===== src/rtl/mem_port_arbiter.sv =====
// Shares one memory port between instruction fetch and data access; fixed MEM_LAT wait, one-cycle ack.
// Build with ARB_RR_EN defined for round-robin arbitration; default is fixed data priority.
module mem_port_arbiter #(
  parameter int ADDR_W  = 32,
  parameter int DATA_W  = 32,
  parameter int MEM_LAT = 2
) (
  input  logic              clk,
  input  logic              rst,
  input  logic              if_req,
  input  logic [ADDR_W-1:0] if_addr,
  output logic [DATA_W-1:0] if_rdata,
  output logic              if_ack,
  input  logic              d_req,
  input  logic              d_we,
  input  logic [ADDR_W-1:0] d_addr,
  input  logic [DATA_W-1:0] d_wdata,
  output logic [DATA_W-1:0] d_rdata,
  output logic              d_ack,
  output logic              mem_en,
  output logic              mem_we,
  output logic [ADDR_W-1:0] mem_addr,
  output logic [DATA_W-1:0] mem_wdata,
  input  logic [DATA_W-1:0] mem_rdata,
  output logic              busy,
  output logic              owner_d
);

  typedef enum logic [1:0] {IDLE, ACCESS, RESP} state_t;

  localparam logic [3:0] CNT_INIT = 4'(MEM_LAT - 1);

  state_t              state_q, state_d;
  logic [3:0]          cnt_q, cnt_d;
  logic                own_q, own_d;
  logic                we_q, we_d;
  logic [ADDR_W-1:0]   addr_q, addr_d;
  logic [DATA_W-1:0]   wdata_q, wdata_d;
  logic [DATA_W-1:0]   if_rdata_q, if_rdata_d;
  logic [DATA_W-1:0]   d_rdata_q, d_rdata_d;
  logic                pick_dat;

`ifdef ARB_RR_EN
  // prio_q = 1 means the data side was granted last
  logic prio_q, prio_d;
  assign pick_dat = d_req && (!if_req || !prio_q);
`else
  assign pick_dat = d_req;
`endif

  always_comb begin
    state_d    = state_q;
    cnt_d      = cnt_q;
    own_d      = own_q;
    we_d       = we_q;
    addr_d     = addr_q;
    wdata_d    = wdata_q;
    if_rdata_d = if_rdata_q;
    d_rdata_d  = d_rdata_q;
`ifdef ARB_RR_EN
    prio_d     = prio_q;
`endif
    case (state_q)
      IDLE: begin
        if (if_req || d_req) begin
          own_d   = pick_dat;
          we_d    = pick_dat ? d_we : 1'b0;
          addr_d  = pick_dat ? d_addr : if_addr;
          wdata_d = pick_dat ? d_wdata : '0;
          cnt_d   = CNT_INIT;
          state_d = ACCESS;
`ifdef ARB_RR_EN
          prio_d  = pick_dat;
`endif
        end
      end
      ACCESS: begin
        if (cnt_q == 4'd0) begin
          state_d = RESP;
          if (own_q) begin
            if (!we_q) d_rdata_d = mem_rdata;
          end else begin
            if_rdata_d = mem_rdata;
          end
        end else begin
          cnt_d = cnt_q - 4'd1;
        end
      end
      RESP:    state_d = IDLE;
      default: state_d = IDLE;
    endcase
  end

  always_ff @(posedge clk or negedge rst) begin
    if (!rst) begin
      state_q    <= IDLE;
      cnt_q      <= '0;
      own_q      <= 1'b0;
      we_q       <= 1'b0;
      addr_q     <= '0;
      wdata_q    <= '0;
      if_rdata_q <= '0;
      d_rdata_q  <= '0;
`ifdef ARB_RR_EN
      prio_q     <= 1'b0;
`endif
    end else begin
      state_q    <= state_d;
      cnt_q      <= cnt_d;
      own_q      <= own_d;
      we_q       <= we_d;
      addr_q     <= addr_d;
      wdata_q    <= wdata_d;
      if_rdata_q <= if_rdata_d;
      d_rdata_q  <= d_rdata_d;
`ifdef ARB_RR_EN
      prio_q     <= prio_d;
`endif
    end
  end

  // Outputs decode from registered state so an async reset drops them at once
  assign mem_en    = (state_q == ACCESS);
  assign mem_we    = mem_en && we_q;
  assign mem_addr  = addr_q;
  assign mem_wdata = wdata_q;
  assign busy      = (state_q != IDLE);
  assign owner_d   = own_q;
  assign if_ack    = (state_q == RESP) && !own_q;
  assign d_ack     = (state_q == RESP) && own_q;
  assign if_rdata  = if_rdata_q;
  assign d_rdata   = d_rdata_q;

endmodule

===== config.mk =====
export PLATFORM = sky130hd
export DESIGN_NAME = mem_port_arbiter
export DESIGN_NICKNAME = d
export VERILOG_FILES = /design/src/rtl/mem_port_arbiter.sv
export SDC_FILE = /design/constraint.sdc
export NUM_CORES = 1
export LEC_CHECK = 0
export ABC_AREA = 1
export BUFFER_PORTS_ARGS = -buffer_cell sky130_fd_sc_hd__buf_2
export CAP_MARGIN = 20
export CORE_MARGIN = 1
export CORE_UTILIZATION = 30
export CTS_CLUSTER_SIZE = 30
export DETAILED_ROUTE_END_ITERATION = 8
export SLEW_MARGIN = 20
export SYNTH_ARGS = -nofsm -noshare
export SYNTH_HDL_FRONTEND = slang
export SYNTH_SLANG_ARGS = --single-unit

===== constraint.sdc =====
create_clock -name clk -period 2.1 [get_ports clk]
set_clock_uncertainty 0.15 [all_clocks]
set_input_delay 0.42 -clock clk [delete_from_list [all_inputs] [get_ports clk]]
set_output_delay 0.42 -clock clk [all_outputs]
set_load 0.03 [all_outputs]

==> metrics.cfg <==
[outcome]
status = finished, final reports clean

[power_and_ir_drop]
power_frac_seq = 0.314
p_int_mw = 7.96
powerDensity_nw_per_um2 = 1800
vdd_drop_max_uv = 707
p_switching_mw = 7.03
swShare = 0.469
comb_power_share = 0.483
power_frac_clock = 0.202
p_leak_nw = 4.56

[clocking]
htree_levels = 4
root_buffer = clkbuf_16
path_clk_slew_ps = 60
clock_latency_ps = 410
cts_made_buffers = 17
cts_tree = built
clock-sinks = 136
clk_path_buf_depth = 2

[sta]
postLayoutSetupSlackWorst_ps = 121
fin_crit_sh = 0.943
rsz0062_at_grt = no
fmax_mhz = 505
worstMarginPinSlew_ps = 570
finalSetupTns_ps = 0
finalHoldViolCount = 0
relSlewSlack = 0.618
setup_viol = 0
slew_violations = 0
layout_min_cycle_time_ps = 1980

[routing]
dr.pass1.iters = 4
drc_errors = 0
vias = 4999
drtIter0Drc = 172
drt-wirelength-per-cell_um = 13.4
postRouteAntennaNets = 0
wl_um = 15800
viasPerCell = 4.24

[floorplan]
dieArea_um2 = 20700
pin_count = 267
row_count = 51
start_util = 0.308
core_um2 = 19600
die_width_um = 144
die_height_um = 144

[logic_synthesis]
avgSynthCellArea_um2 = 9.54
synthCells = 633
synth_nets = 767
yosys-top-cells-area = dfrtp_1, o21ai_2, nand2_1
synth_top_area_share = 0.563
yosys.area.top_type = dfrtp_1
ys_seq_area_frac = 0.563
ys_warn_count = 0
ys_ff_latch = 136
syn-cell-area_um2 = 6040
synth_cell_types = 22

[grt]
grt_max_degree = 99
grt_pass1_wl_um = 24300
overflow = 0
antenna_found_initial = 0
grt_usage = 0.156
grt_pass1_vias = 4662

[critical_path]
endpoint = mem_we
worstPathArrival_ps = 1410
endpoint_kind = output pin
critical_path.reg2reg.endpoint = if_rdata[24]
timing_worst_setup_path_type = reg2out
critical_path.startpoint_type = flop
ff2ff_setup_slack_ps = 230
worstRegToRegCells = 8
worst_ep_required_time_ps = 1530
startpoint = state_q[0]
worstReg2RegStart = cnt_q[0]
worst-path-max-fanout = 5

[layout]
most-common-layout-cells = buf_2, nand2_1, dfrtp_1
mostFrequentLayoutCell = buf_2
multi_input_area_um2 = 2120
fill_cells = 1982
drive_gt1_frac = 0.489
regArea_um2 = 3400
syn2layout_area_growth_pct = 37.7
post_layout_nonfiller_instances = 1180
nets = 1036
antenna_cells = 0

[placement]
dpl.hpwl_um = 11600
placed_cells = 1146
pre_cts_slack_ps = 214
gp_congestion = 0.736
port_buffers = 266

[job]
max-cap-violations = 0

[min_path]
hold_path.class = in2reg
min_path_cells = 3

## per-stage QoR
step	area, µm²	utilization	hold slack [ps]	total power [mW]
CTS	8310	0.424	58.1	15.2
finish	8320	0.424	80.1	15.0
global placement	7680	0.392	263	11.9
detailed placement	7680	0.392	261	12.0
global route	8320	0.424	58.5	16.0
floorplan	6040	-	-25.6	9.83
## cells in the mapped netlist
cell      number
nand2_2       56
o21ai_2       65
nor2_1         8
xor2_1         1
nand2_1      143
buf_2          7
nand2_4        2
o21ai_0       53
inv_2          1
nor3_1         2
clkbuf_1      15
buf_6         12
o21ai_1       17
nor2_4         2
nand4_1        1
buf_4          2
inv_1         72
nand3_1       35
inv_4          1
nor2_8         1
dfrtp_1      136
ha_1           1
## how the worst min path moves through the flow
stage | from | endpoint | slack [ps]
after floorplan | rst | cnt_q[0] | -30
after global placement | rst | d_rdata[5] | 260
after detailed placement | rst | d_rdata[1] | 260
after CTS | d_wdata[12] | mem_wdata[12] | 60
after global routing | d_wdata[15] | mem_wdata[15] | 60
final | d_wdata[28] | mem_wdata[28] | 80
## metal layers
layer  GRT usage  wire [µm]
met5           0          0
met3      0.0560       1320
met2       0.240       7100
met1       0.201       7210
met4      0.0521        148
## worst max-delay path, stage by stage (launching register included)
cell     delay, ps
dfrtp_2        410
inv_2           60
nor2_4         180
inv_4           80
nor2_2          90
buf_4          180
## power by group through the flow
stage / combinational [mW] / clock, mW / sequential [mW]
2_1_floorplan: 2.78 / 0 / 7.05
3_3_place_gp: 7.20 / 0 / 4.74
3_5_place_dp: 7.31 / 0 / 4.72
4_1_cts: 7.34 / 3.14 / 4.71
5_1_grt: 7.91 / 3.25 / 4.85
6_report: 7.24 / 3.03 / 4.71
## repair_timing
item,in CTS,in global routing
pin swaps,1,1
endpoints found under the hold margin,43,0
endpoints found under the setup margin,2,2
gates resized for setup,1,3
hold buffers,1,0
setup buffers,1,0
cloned,0,0
## logic make-up after synthesis
logic type | count (synthesis) | synth area share
xor+xnor | 1 | 0.00145
simple gates | 250 | 0.194
compound gates | 135 | 0.152
flops | 136 | 0.563
buf+inv | 110 | 0.0864
fa+ha+maj | 1 | 0.00207
## layout make-up
| type | count | area share |
|---|---|---|
| clock inverter | 14 | 0.0197 |
| tap | 265 | 0.0399 |
| sequential | 136 | 0.409 |
| clock buffer | 18 | 0.0528 |
| timing repair buffer | 286 | 0.189 |
| multi-input combinational | 387 | 0.255 |
| inverter | 74 | 0.0337 |
## sequential cells by signal (all words and copies together), names as in the netlist
name,count
if_rdata,32
mem_addr,32
d_rdata,32
we_q,1
state_q,2
owner_d,1
mem_wdata,32
cnt_q,4
Power figures use the tool's default switching activity.
